--- src/rtl/risc_pkg.sv ---
// risc_pkg: shared core constants (instruction width, pc width, pc step, reset pc)
package risc_pkg;
  localparam int INST_W = 32;
  localparam int PC_W = 16;
  localparam int PC_STEP = 4;
  localparam logic [PC_W-1:0] RESET_PC = '0;
endpackage

--- src/rtl/inst_fetch_queue_fifo.sv ---
// fetch_fifo: synchronous FIFO; ports clk/rst, push/pop/flush, din, dout, full/empty/count; flush beats push and pop
module fetch_fifo #(
  parameter int DEPTH = 4,
  parameter int DW = 48,
  parameter int CW = $clog2(DEPTH + 1)
) (
  input  logic          clk,
  input  logic          rst,
  input  logic          push,
  input  logic          pop,
  input  logic          flush,
  input  logic [DW-1:0] din,
  output logic          full,
  output logic          empty,
  output logic [CW-1:0] count,
  output logic [DW-1:0] dout
);
  localparam int AW = $clog2(DEPTH);
  logic [DW-1:0] mem_q [DEPTH];
  logic [AW-1:0] wr_q, rd_q;
  logic [CW-1:0] cnt_q;
  logic do_push, do_pop;
  assign full = cnt_q == CW'(DEPTH);
  assign empty = cnt_q == '0;
  assign count = cnt_q;
  assign dout = mem_q[rd_q];
  assign do_pop = pop && !empty;
  assign do_push = push && (!full || do_pop);
  always_ff @(posedge clk) begin
    if (rst || flush) begin
      wr_q <= '0;
      rd_q <= '0;
      cnt_q <= '0;
    end else begin
      wr_q <= do_push ? wr_q + AW'(1) : wr_q;
      rd_q <= do_pop ? rd_q + AW'(1) : rd_q;
      cnt_q <= cnt_q + CW'(do_push) - CW'(do_pop);
    end
  end
  always_ff @(posedge clk) if (do_push && !flush) mem_q[wr_q] <= din;
  always @(posedge clk) if (!rst && !flush) assert (!(push && full && !pop));
endmodule

--- src/rtl/inst_fetch_queue.sv ---
// inst_fetch_queue: sequential instruction fetch with credit-limited requests, in-order response queue and redirect flush
// Ports: clk, rst; redirect_valid/redirect_pc; mem_req_valid/ready/addr; mem_rsp_valid/data;
//        inst_valid/inst_ready/inst/inst_pc towards the core.
// Optional FETCH_BYPASS_EN: a response reaching an empty queue goes straight to the core in the same cycle.
module inst_fetch_queue #(
  parameter int WIDTH = risc_pkg::INST_W,
  parameter int PC_W = risc_pkg::PC_W,
  parameter int DEPTH = 4,
  parameter logic [PC_W-1:0] RESET_PC = risc_pkg::RESET_PC
) (
  input  logic             clk,
  input  logic             rst,
  input  logic             redirect_valid,
  input  logic [PC_W-1:0]  redirect_pc,
  output logic             mem_req_valid,
  input  logic             mem_req_ready,
  output logic [PC_W-1:0]  mem_req_addr,
  input  logic             mem_rsp_valid,
  input  logic [WIDTH-1:0] mem_rsp_data,
  output logic             inst_valid,
  input  logic             inst_ready,
  output logic [WIDTH-1:0] inst,
  output logic [PC_W-1:0]  inst_pc
);
  import risc_pkg::*;
  localparam int CW = $clog2(DEPTH + 1);
  logic [PC_W-1:0] fetch_pc_q, fetch_pc_d, rsp_pc_q, rsp_pc_d;
  logic [CW-1:0] out_q, out_d, drop_q, drop_d, count;
  logic full, empty, push, pop, byp, req_fire;
  logic [PC_W+WIDTH-1:0] dout;
  // queued entries plus in-flight requests never exceed DEPTH, so every response has a slot
  assign mem_req_valid = !rst && !redirect_valid && (int'(count) + int'(out_q) < DEPTH);
  assign mem_req_addr = fetch_pc_q;
  assign req_fire = mem_req_valid && mem_req_ready;
`ifdef FETCH_BYPASS_EN
  assign byp = !rst && empty && drop_q == '0 && !redirect_valid && mem_rsp_valid && inst_ready;
`else
  assign byp = 1'b0;
`endif
  assign push = !rst && !redirect_valid && mem_rsp_valid && drop_q == '0 && !byp;
  assign pop = !rst && !redirect_valid && !empty && inst_ready;
  assign inst_valid = !rst && !redirect_valid && (!empty || byp);
  assign {inst_pc, inst} = byp ? {rsp_pc_q, mem_rsp_data} : empty ? '0 : dout;
  always_comb begin
    out_d = out_q + CW'(req_fire) - CW'(mem_rsp_valid);
    fetch_pc_d = redirect_valid ? redirect_pc : req_fire ? fetch_pc_q + PC_W'(PC_STEP) : fetch_pc_q;
    rsp_pc_d = redirect_valid ? redirect_pc :
               (mem_rsp_valid && drop_q == '0) ? rsp_pc_q + PC_W'(PC_STEP) : rsp_pc_q;
    // on redirect every request still in flight after this cycle belongs to the old stream
    drop_d = redirect_valid ? out_d : (mem_rsp_valid && drop_q != '0) ? drop_q - CW'(1) : drop_q;
  end
  always_ff @(posedge clk) begin
    if (rst) begin
      fetch_pc_q <= RESET_PC;
      rsp_pc_q <= RESET_PC;
      out_q <= '0;
      drop_q <= '0;
    end else begin
      fetch_pc_q <= fetch_pc_d;
      rsp_pc_q <= rsp_pc_d;
      out_q <= out_d;
      drop_q <= drop_d;
    end
  end
  always @(posedge clk) if (!rst) assert (!(mem_rsp_valid && out_q == '0));
  fetch_fifo #(.DEPTH(DEPTH), .DW(PC_W + WIDTH), .CW(CW)) u_fifo (
    .clk(clk), .rst(rst), .push(push), .pop(pop), .flush(redirect_valid),
    .din({rsp_pc_q, mem_rsp_data}), .full(full), .empty(empty), .count(count), .dout(dout)
  );
endmodule

--- config.mk ---
export PLATFORM = sky130hd
export DESIGN_NAME = inst_fetch_queue
export DESIGN_NICKNAME = d
export VERILOG_FILES = /design/src/rtl/risc_pkg.sv /design/src/rtl/inst_fetch_queue_fifo.sv /design/src/rtl/inst_fetch_queue.sv
export SDC_FILE = /design/constraint.sdc
export NUM_CORES = 1
export LEC_CHECK = 0
export CAP_MARGIN = 10
export CORE_AREA = 3 3 152 154
export CTS_CLUSTER_SIZE = 12
export DETAILED_ROUTE_END_ITERATION = 16
export DIE_AREA = 0 0 155 157
export GPL_ROUTABILITY_DRIVEN = 0
export PLACE_DENSITY = 0.66
export SETUP_SLACK_MARGIN = 0.2
export SYNTH_ARGS = -nofsm -noshare
export SYNTH_HDL_FRONTEND = slang
export SYNTH_SLANG_ARGS = --single-unit
--- constraint.sdc ---
create_clock -name clk -period 9.4 [get_ports clk]
set_input_delay 1.88 -clock clk [delete_from_list [all_inputs] [get_ports clk]]
set_output_delay 1.88 -clock clk [all_outputs]
set_load 0.005 [all_outputs]
Word level (Yosys, flattened, before mapping) --
Memories as Yosys holds them, arrays and structs flattened. A register that Yosys moved wholly into a read port is not among the register bits. Index checks and enable logic that the tools add are counted.
Word-level totals: bits in writable memories 192, flip-flop bits (word level) 45, logic and storage cells 55, memories 1, bits of input ports 54
Operators by class: add/subtract/negate cells 10, mux-type cells 11, equality and inequality tests 1, reductions and logical operators 24, order comparisons 1
Memories:
- u_fifo.mem_q | words 4, bits a word 48, rd ports 1, clocked after memory_dff 1, wr ports 1, RTL line inst_fetch_queue_fifo.sv:19 | logic [DW-1:0] mem_q [DEPTH];
Operators by type and width (number):
- 16-bit two-way mux | 4
- 48-bit two-way mux | 1
- 16-bit by 3-bit adder with 16-bit output (second input constant) | 2
- 1-bit logical AND | 12
- 3-bit by 1-bit adder with 3-bit output | 2
- 3-bit zero test | 2
- 3-bit two-way mux | 2
- 2-bit nonzero test | 3
- 3-bit by 1-bit subtractor with 3-bit output | 2
- 2-bit by 1-bit adder with 2-bit output (second input constant) | 2
- 3-bit by 3-bit adder with 4-bit output | 1
- 1-bit zero test | 4
- 4-bit by 3-bit < comparator with 1-bit output (second input constant) | 1
- 2-bit two-way mux | 2
- 3-bit == test (second input constant) | 1
- 3-bit nonzero test | 1
- 3-bit by 1-bit subtractor with 3-bit output (second input constant) | 1
- 1-bit logical OR | 2
- 1-bit two-way mux | 2

Logic depth before layout (Yosys ltp) --
word-level depth 10, gate-level depth with buffers 14, mapped depth without buffers 13

Hierarchy --
A second synthesis with hierarchy kept.
Second synthesis, totals: cell total of the unflattened synthesis 606, area total of the unflattened synthesis 9816.9 um^2
Modules (own cells, without submodules):
- fetch_fifo | area each 7392.1 um^2, times used 1, cells each 299
- inst_fetch_queue | area each 2424.8 um^2, times used 1, cells each 307

Least setup slack after synthesis --
No wires, ideal clock.
kind input port to output port, start in rst, end out inst_valid, cell stages on the path 3, arrival time 2502 ps, slack 5018 ps, cell sequence buf_2 -> nor2_1 -> and2_1
On the way: cells in the longest elaborated chain, start to end 3
Ends and longest elaborated chain:
- from (decl) | RTL line inst_fetch_queue.sv:12 | input logic rst,
- 1-bit zero test
- 1-bit logical AND
- 1-bit logical AND | RTL line inst_fetch_queue.sv:42 | assign inst_valid = !rst && !redirect_valid && (!empty || byp);
- to (decl) | RTL line inst_fetch_queue.sv:20 | output logic inst_valid,
No other way between the ends.

Worst setup path in the final report --
Ends and elaborated chain as after synthesis.

==> impl_metrics.yaml <==
die:
  initial_utilization_pct: 44.9
  ios: 120
  dieArea_um2: 24300
  core_area_um2: 21800
  die_h_um: 157
  die_w_um: 155
  row_count: 54
cts:
  post-cts-setup-buffer-count: 0
  clock_latency_ns: 0.50
  cts_hold_buf: 0
  cts_tree: "yes"
  clockRootBuffer: "clkbuf_16"
  h-tree-depth: 1
  cts.sinks: 239
  cts_max_path_buffers: 3
  cts_buffers: 25
  ctsResizeCount: 0
  path_clk_slew_ns: 0.05
final_layout:
  multi_input_area_um2: 2890
  area_growth_pct: 22.6
  finalNetCount: 804
  final_area_um2: 12000
  seq_area_um2: 6710
  drive_gt1_share_pct: 13.3
  nFillCells: 1717
  diodes: 0
synthesis:
  synth_cell_types: 53
  synth_area_leader_cell: "edfxtp_1"
  syn-instance-count: 608
  yosysSeqAreaShare_pct: 68.4
  syn_nets: 678
  synthAdderAreaFrac_pct: 2.20
  synth_mux_area_share_pct: 11.3
  synth-edff-count: 192
  synthTopCellsByArea: "edfxtp_1, mux4_2, dfxtp_1, and2_1, ha_1"
  synth-simple-area-share_pct: 10.4
  synth_top_area_share_pct: 58.8
  synth-warning-count: 0
  synth_compound_area_share_pct: 3.92
  synth_xor_area_share_pct: 1.61
  synth_top_family_by_area: "multiplexers"
  netlist_area_um2: 9800
  synthArstFlopShare_pct: 0
  synth_seq_cells: 239
  synth_ff_type: "edfxtp_1"
  yosysMostFrequentCell: "edfxtp_1"
  syn_avg_cell_area_um2: 16.1
  ys_top_cells_by_count: "edfxtp_1, and2_1, mux4_2"
critical_path:
  critical_path.max_stage_delay_ns: 0.51
  crit_path_start_kind: "primary input"
  path_cells: "clkdlybuf4s50_1, buf_4, nor2_1, and2_1, clkdlybuf4s50_1"
  critPathBufInv: 3
  path_delay_family: "buffers and inverters"
  path_class: "primary input to primary output"
  cp.required_ns: 7.52
  path_common_cell: "clkdlybuf4s50_1"
  worstPathArrival_ns: 3.74
  cp-end-kind: "primary output"
  crit_path_top_delay_cell: "clkdlybuf4s50_1"
  critPathMaxFanout: 38
power:
  intPower_mw: 1.77
  powerDensity_nw_per_um2: 187
  p_sw_mw: 0.471
  ir_drop_v: 0.000103
  p_comb_share_pct: 7.0
  p_seq_share_pct: 53.5
  power.leakage_nw: 3.90
  clockPowerShare_pct: 39.5
  power_switching_share_pct: 21.0
routing:
  ant_nets: 0
  avgRoutedWirePerCell_um: 19.0
  drtIter0Drc: 348
  drc: 0
  firstDrtPassIters: 5
  avgViaCountPerCell: 5.44
  routed_wl_um: 19600
  vias: 5614
timing:
  final_hold_viol_count: 0
  rsz0062_at_grt: "no"
  clock_skew_ns: 0.00667
  setup_violations: 0
  worstMarginPinSlew_ns: 1.03
  tns_ns: 0
  relSlewSlack_pct: 30.7
  period_share_pct: 59.8
  clock.fmax_ghz: 0.178
  period_needed_ns: 5.62
  slew_viol_final: 0
placement:
  place_hpwl_um: 12100
  port_buffers: 119
  dpl_cell_area_um2: 11300
global_routing:
  grt_antenna_before_repair: 0
  grt_pass1_vias: 5920
  gr-total-overflow: 0
  grt_max_degree: 52
  grt_pass1_wl_um: 31500
  grt_usage_pct: 16.1
min_path:
  worstHoldPathType: "flop to flop"
job:
  max-cap-violations: 0
run_status:
  status: "finished clean"
==> path summary, 6_finish.rpt <==
path / startpoint / endpoint / slack (ns) / cells past startpoint
max: rst / inst_valid / 3.78 / 5
max reg2reg: u_fifo.count[2] / drop_q[2] / 6.47 / 13
min: mem_req_addr[1] / mem_req_addr[1] / 0.46 / 2
min reg2reg: mem_req_addr[1] / mem_req_addr[1] / 0.46 / 2
==> registers in the layout (all words and copies together), names as in the netlist, named ones only <==
signal        count
mem_req_addr     16
u_fifo.rd_q       2
rsp_pc_q         16
drop_q            3
out_q             3
u_fifo.wr_q       2
u_fifo.count      3
u_fifo.mem_q    192
==> placed cells by master (no fill, tap or decap), drive strengths merged, types with 3 or more instances in the layout <==
cell type / netlist / final
edfxtp: 192 / 192
clkdlybuf4s50: 0 / 119
and2: 58 / 58
mux4: 48 / 48
dfxtp: 47 / 47
clkbuf: 17 / 40
nand2: 32 / 32
nor2: 25 / 25
inv: 18 / 19
nand3: 16 / 16
a21oi: 15 / 15
ha: 14 / 14
xnor2: 13 / 13
a211oi: 10 / 10
nand4: 10 / 10
buf: 11 / 8
or3: 7 / 7
a31oi: 7 / 7
nor3: 7 / 7
nor4: 6 / 6
xor2: 5 / 5
o211ai: 5 / 5
o21ai: 4 / 4
clkinv: 1 / 4
and4: 3 / 3
mux2i: 3 / 3
==> per-stage QoR <==
step	setup slack, ns	power [mW]	cells	hold WS (ns)	utilization [%]
finish	3.78	2.24	1032	0.456	55.1
global route	3.64	2.33	1032	0.496	55.1
CTS	3.78	2.27	1032	0.462	55.1
detailed placement	3.80	1.38	987	0.451	51.7
global placement	3.80	1.37	987	0.456	51.7
floorplan	5.02	1.30	608	0.453	-
==> metal layers <==
metal	global-route usage, %	up-vias	routed length (µm)
met3	2.86	24	1250
met2	26.5	188	9400
met5	0	-	0
met4	3.62	0	249
li1	-	2608	-
met1	22.8	2794	8670
==> power groups by stage <==
stage	clock network (mW)	logic [mW]	registers, mW
3_3_place_gp	0	0.153	1.22
6_report	0.887	0.157	1.20
4_1_cts	0.909	0.158	1.20
3_5_place_dp	0	0.157	1.22
5_1_grt	0.954	0.174	1.20
2_1_floorplan	0	0.0901	1.21
==> kinds of logic after synthesis <==
logic type	count (synthesis)
flops	239
simple gates	180
compound gates	57
mux	51
buf+inv	47
xor+xnor	18
fa+ha+maj	16
==> cell type report <==
| type | instances | share of cell area (%) |
|---|---|---|
| sequential | 239 | 55.8 |
| clock buffer | 40 | 5.92 |
| multi-input combinational | 322 | 24.0 |
| timing repair buffer | 127 | 10.4 |
| tap | 280 | 2.92 |
| clock inverter | 5 | 0.250 |
| inverter | 19 | 0.614 |
==> worst reg2reg max path, cell delays in order, from the launching register on <==
cell,delay [ns]
dfxtp_1,0.42
ha_1,0.32
nor3b_1,0.20
and3_1,0.35
inv_4,0.09
ha_1,0.28
inv_1,0.05
ha_1,0.12
inv_1,0.05
fa_1,0.37
xor2_1,0.16
xnor2_1,0.19
a21o_1,0.15
a21oi_1,0.04
(Power assumes the default switching activity.)
